`config.mk`:
```
export PLATFORM = sky130hd
export DESIGN_NAME = adc_serial_if
export DESIGN_NICKNAME = d
export VERILOG_FILES = /design/src/rtl/adc_serial_if.sv
export SDC_FILE = /design/constraint.sdc
export NUM_CORES = 1
export LEC_CHECK = 0
export BUFFER_PORTS_ARGS = -buffer_cell sky130_fd_sc_hd__buf_2
export CORE_MARGIN = 3
export CORE_UTILIZATION = 30
export CTS_CLUSTER_DIAMETER = 50
export DETAILED_ROUTE_END_ITERATION = 8
export PLACE_DENSITY = 0.54
export SYNTH_ARGS = -nofsm -noshare
export SYNTH_HDL_FRONTEND = slang
export SYNTH_SLANG_ARGS = --single-unit
export TNS_END_PERCENT = 20
```
`constraint.sdc`:
```
create_clock -name clk -period 3.5 [get_ports clk]
set_input_delay 0.525 -clock clk [delete_from_list [all_inputs] [get_ports clk]]
set_output_delay 0.525 -clock clk [all_outputs]
set_load 0.1 [all_outputs]
```
`src/rtl/adc_serial_if.sv`:
```
// Serial ADC front-end: power sequencing, wake-up delay and 16-bit SPI-style read.
// Optional ADC_AVERAGE_EN: four frames per request, result is the truncated mean.
module adc_serial_if #(
  parameter int CLK_DIV      = 2,
  parameter int WAKEUP_TICKS = 64
) (
  input  logic        clk,
  input  logic        rst,
  input  logic        adc_enable,
  input  logic        adc_read,
  input  logic        adc_sdo,
  output logic        adc_pwr_en,
  output logic        adc_cs_n,
  output logic        adc_sclk,
  output logic        adc_ready,
  output logic        adc_conversion_complete,
  output logic [15:0] adc_value
);

  localparam int CNT_MAX = (WAKEUP_TICKS > CLK_DIV) ? WAKEUP_TICKS : CLK_DIV;
  localparam int CW      = $clog2(CNT_MAX + 1);
  localparam logic [CW-1:0] WAKE_LAST = CW'(WAKEUP_TICKS - 1);
  localparam logic [CW-1:0] DIV_LAST  = CW'(CLK_DIV - 1);

  typedef enum logic [2:0] {
    S_OFF      = 3'd0,
    S_WAKEUP   = 3'd1,
    S_READY    = 3'd2,
    S_CS_SETUP = 3'd3,
    S_SHIFT    = 3'd4,
    S_GAP      = 3'd5,
    S_DONE     = 3'd6
  } state_t;

  state_t        state_q, state_d;
  logic [CW-1:0] cnt_q, cnt_d;
  logic [4:0]    half_q, half_d;
  logic          pend_q, pend_d;
  logic          read_q;
  logic [15:0]   shift_q, shift_d;
  logic          sclk_q, sclk_d;
  logic          pwr_en_q, pwr_en_d;
  logic          cs_n_q, cs_n_d;
  logic          ready_q, ready_d;
  logic          done_q, done_d;
  logic [15:0]   value_q, value_d;
  logic          edge_s;
`ifdef ADC_AVERAGE_EN
  logic [1:0]    frame_q, frame_d;
  logic [17:0]   sum_q, sum_d;
  logic [17:0]   sum_next_s;
`endif

  assign edge_s = adc_read & ~read_q;

  // Next-state, datapath and registered-output decode
  always_comb begin
    state_d = state_q;
    cnt_d   = cnt_q;
    half_d  = half_q;
    pend_d  = pend_q;
    shift_d = shift_q;
    sclk_d  = sclk_q;
    value_d = value_q;
`ifdef ADC_AVERAGE_EN
    frame_d    = frame_q;
    sum_d      = sum_q;
    sum_next_s = sum_q + {2'b00, shift_q};
`endif
    case (state_q)
      S_OFF: begin
        if (adc_enable) begin
          state_d = S_WAKEUP;
          cnt_d   = '0;
          pend_d  = edge_s;
        end else begin
          pend_d = 1'b0;
        end
      end
      S_WAKEUP: begin
        if (edge_s) pend_d = 1'b1;
        else        pend_d = pend_q;
        if (cnt_q == WAKE_LAST) begin
          state_d = S_READY;
          cnt_d   = '0;
        end else begin
          cnt_d = cnt_q + CW'(1);
        end
      end
      S_READY: begin
        if (edge_s || pend_q) begin
          state_d = S_CS_SETUP;
          cnt_d   = '0;
          pend_d  = 1'b0;
`ifdef ADC_AVERAGE_EN
          frame_d = 2'd0;
          sum_d   = 18'd0;
`endif
        end else begin
          state_d = S_READY;
        end
      end
      S_CS_SETUP: begin
        // Leaving setup raises SCLK for the first time, so the MSB is captured here
        if (cnt_q == DIV_LAST) begin
          state_d = S_SHIFT;
          cnt_d   = '0;
          half_d  = 5'd0;
          sclk_d  = 1'b1;
          shift_d = {shift_q[14:0], adc_sdo};
        end else begin
          cnt_d = cnt_q + CW'(1);
        end
      end
      S_SHIFT: begin
        if (cnt_q == DIV_LAST) begin
          cnt_d = '0;
          if (half_q == 5'd31) begin
`ifdef ADC_AVERAGE_EN
            if (frame_q == 2'd3) begin
              state_d = S_DONE;
              value_d = sum_next_s[17:2];
            end else begin
              state_d = S_GAP;
              sum_d   = sum_next_s;
              frame_d = frame_q + 2'd1;
            end
`else
            state_d = S_DONE;
            value_d = shift_q;
`endif
          end else begin
            half_d = half_q + 5'd1;
            sclk_d = ~sclk_q;
            if (!sclk_q) shift_d = {shift_q[14:0], adc_sdo};
            else         shift_d = shift_q;
          end
        end else begin
          cnt_d = cnt_q + CW'(1);
        end
      end
      S_GAP: begin
        if (cnt_q == DIV_LAST) begin
          state_d = S_CS_SETUP;
          cnt_d   = '0;
        end else begin
          cnt_d = cnt_q + CW'(1);
        end
      end
      S_DONE: begin
        state_d = S_READY;
      end
      default: begin
        state_d = S_OFF;
      end
    endcase

    // Dropping enable aborts everything but keeps the last published result
    if (!adc_enable) begin
      state_d = S_OFF;
      pend_d  = 1'b0;
      value_d = value_q;
`ifdef ADC_AVERAGE_EN
      sum_d   = 18'd0;
`endif
    end else begin
      value_d = value_d;
    end

    if (state_d != S_SHIFT) sclk_d = 1'b0;
    else                    sclk_d = sclk_d;

    pwr_en_d = (state_d != S_OFF);
    cs_n_d   = !((state_d == S_CS_SETUP) || (state_d == S_SHIFT));
    ready_d  = (state_d == S_READY);
    done_d   = (state_d == S_DONE);
  end

  // State, datapath and output registers
  always_ff @(posedge clk or posedge rst) begin
    if (rst) begin
      state_q  <= S_OFF;
      cnt_q    <= '0;
      half_q   <= 5'd0;
      pend_q   <= 1'b0;
      read_q   <= 1'b0;
      shift_q  <= 16'd0;
      sclk_q   <= 1'b0;
      pwr_en_q <= 1'b0;
      cs_n_q   <= 1'b1;
      ready_q  <= 1'b0;
      done_q   <= 1'b0;
      value_q  <= 16'd0;
    end else begin
      state_q  <= state_d;
      cnt_q    <= cnt_d;
      half_q   <= half_d;
      pend_q   <= pend_d;
      read_q   <= adc_read;
      shift_q  <= shift_d;
      sclk_q   <= sclk_d;
      pwr_en_q <= pwr_en_d;
      cs_n_q   <= cs_n_d;
      ready_q  <= ready_d;
      done_q   <= done_d;
      value_q  <= value_d;
    end
  end

`ifdef ADC_AVERAGE_EN
  // Frame index and running sum for the averaging sequence
  always_ff @(posedge clk or posedge rst) begin
    if (rst) begin
      frame_q <= 2'd0;
      sum_q   <= 18'd0;
    end else begin
      frame_q <= frame_d;
      sum_q   <= sum_d;
    end
  end
`endif

  assign adc_pwr_en              = pwr_en_q;
  assign adc_cs_n                = cs_n_q;
  assign adc_sclk                = sclk_q;
  assign adc_ready               = ready_q;
  assign adc_conversion_complete = done_q;
  assign adc_value               = value_q;

endmodule
```
==> metrics <==
Final period util 68.99%; Core ar. 7928 um2; Routed WL per cell 14.06 um; area delta synth->final 12.50%; Cell Pwr Density 390.3 nW/um2; final hold violations 0; Initial Utilization 31.57%; clock network power share 34.3%; number of CTS-inserted buffers 5; Synth Area in Compound Gates 10.20%; Setup Skew 0.01036 ns; ys flop type dfrtp_1; Total GRT Usage 10.21%; cell row count 32; required time of the critical path 3.70 ns; initial antenna violation count 0; setup violators final 0; P_int 822.3 uW; DRC 0; die height 97.33 um; post-place setup slack 1.104 ns; critical path capture point type flop; Worst Tran Pin Value 0.8312 ns; clock latency on the worst-skew pair 0.31 ns; Gate power share 7.1%; hold buffer count at cts 0; status completed; layout filler cell count 802; crit path kind flop to flop; Post-Synth Adder-Cell Area 2.000%; sequential share of power 58.6%; # resized after CTS 0; Final min period 2.415 ns; share of cells above drive strength 1 32.76%; Post-synth EDFFs 0; DPL Wire Length 3294 um; CTS Sinks 54; IO Count 26; Routed WL 4697 um; worst r2r path cells 6; Netlist Area Pre-Place 2502 um2; worst hold path depth 1; Initial DRT Pass Iterations 4; Sw Pwr 276.5 uW; Sw Share 25.17%; # port buffers 25; global-route wire length before repair 8045 um; Multi-input gate area 1066 um2; post-route setup slack 1.085 ns; CTS tree built; syn nets 216; Hold WC Path Type primary input to flop; placer congestion estimate 0.7930; yosys warns 0; Max Root-Sink Buffers 2; Vias 1637; largest net degree at the start of global routing 40; CP Max Fanout 16; simple-gate share of the synthesized area 13.20%; Reg clk slew, reported paths 0.10 ns; ant diodes 0; routed vias/inst 4.901; P_leak 0.001418 uW; Yosys cell types 45; VDD IR max 0.1547 mV; post-synthesis mux area share 16.15%; Synth Area per Inst 12.09 um2; number of global-route vias before repair 1650; clk root buf clkbuf_8; H-tree depth 2; Setup Fix Bufs, Post-CTS 0; FFs w/ async S/R, synth 100.0%; nets@finish 240; Slew HR 44.58%; synthesized instance count 207; max-cap violations 0; FF+latch count, synth 54; Slew Viols, Final 0; largest family of logic cells by synthesized area multiplexers; Arr. time, crit path 2.61 ns; Routed Antenna Nets 0; die area 9473 um2; RSZ-0062 raised after global routing false; register area share after synthesis 54.05%; Die W 97.33 um; Post-Synth XOR/XNOR Area 1.050%; number of DRC markers in iteration 0 138; Worst Setup Start Kind flop; TNS Setup 0 ns; Overflow after GRT 0; fmax 414.1 MHz; FF/Latch Area 1353 um2
[power groups by stage]
stage | Sequential, uW | Clock [uW] | Combinational (uW)
2_1_floorplan | 656 | 0 | 58.7
3_3_place_gp | 655 | 0 | 78.9
3_5_place_dp | 656 | 0 | 79.5
4_1_cts | 644 | 385 | 79.5
5_1_grt | 646 | 412 | 88.0
6_report | 644 | 377 | 78.1
[sequential cells by signal, indices dropped and copies added (netlist names)]
register,cells
cnt_q,7
state_q,3
adc_cs_n,1
adc_value,16
adc_conversion_complete,1
pend_q,1
shift_q,16
adc_sclk,1
read_q,1
half_q,5
adc_pwr_en,1
adc_ready,1
[layout make-up]
| type | instances | share of cell area (%) |
|---|---|---|
| Tap cell | 102 | 4.533 |
| Timing Repair Buffer | 26 | 4.711 |
| Clock buffer | 6 | 2.933 |
| Inverter | 10 | 1.333 |
| Clock inverter | 2 | 0.5778 |
| Sequential cell | 54 | 48.04 |
| Multi-Input combinational cell | 134 | 37.87 |
[worst max-delay path, cell delays in order, from the launching register on]
cell and delay [ns]:
dfrtp_1 0.42, ha_1 0.18, and3_1 0.18, ha_1 0.33, nor3_1 0.12, o21ai_2 0.66, mux2_2 0.42
[metrics by stage]
stage,std cells,instance area [um2],power (uW),hold WS (ns),util (%)
6_report,334,2815,1099,0.3345,35.51
2_1_floorplan,207,2502,714.4,0.4563,-
3_3_place_gp,326,2716,734.3,0.4841,34.26
5_1_grt,334,2815,1146,0.3263,35.51
3_5_place_dp,326,2716,735.3,0.4874,34.26
4_1_cts,334,2815,1108,0.3329,35.51
[kinds of logic after synthesis]
| logic type | count (synthesis) |
|---|---|
| fa+ha+maj | 4 |
| simple gates | 55 |
| flops | 54 |
| buf+inv | 19 |
| mux | 33 |
| xor+xnor | 3 |
| compound gates | 39 |
[layout by cell type, fill, tap and decap left out, types with 5 or more instances in the layout]
cell,count
nand2_1,10
clkbuf_8,6
nor3_1,7
buf_2,25
mux2_2,23
nor2_1,11
dfrtp_1,53
inv_1,9
nand3_1,5
mux2_4,9
a21oi_1,8
o21ai_0,8
[cell usage after synthesis, drive strengths merged, types with 2 or more instances]
library cell | count | share of area (%)
clkbuf | 6 | 0.90
o21ai | 11 | 2.4
ha | 4 | 2.0
and3 | 3 | 0.75
o22ai | 4 | 1.0
nor3b | 4 | 1.2
a31oi | 2 | 0.50
o221ai | 2 | 0.70
nand3 | 5 | 1.0
nor4b | 2 | 0.95
xnor2 | 3 | 1.1
buf | 3 | 0.95
inv | 10 | 1.5
nand2b | 3 | 0.75
nand2 | 10 | 1.5
o31ai | 2 | 0.60
mux2 | 32 | 16
dfrtp | 53 | 53
nor4 | 2 | 0.50
nor3 | 7 | 1.4
a21oi | 8 | 1.6
nor2 | 12 | 2.1
a21o | 4 | 1.2
[layer usage]
metal | up-vias | part of all wire (%) | track usage (%)
met1 | 798 | 50 | 14.71
li1 | 796 | - | -
met3 | 5 | 3.6 | 1.723
met4 | 0 | 1.2 | 3.514
met2 | 38 | 45 | 15.55
met5 | - | 0 | 0
[path summary, 6_finish.rpt]
kind	startpoint	endpoint	slack [ns]
max	half_q[0]	shift_q[0]	1.09
max reg2reg	half_q[0]	shift_q[0]	1.09
min reg2reg	half_q[4]	half_q[4]	0.51
max in group asynchronous	rst	adc_cs_n	2.36
min in group asynchronous	rst	adc_value[6]	0.35
min	adc_read	read_q	0.33
Note: power is estimated with default switching activity, not from simulation.
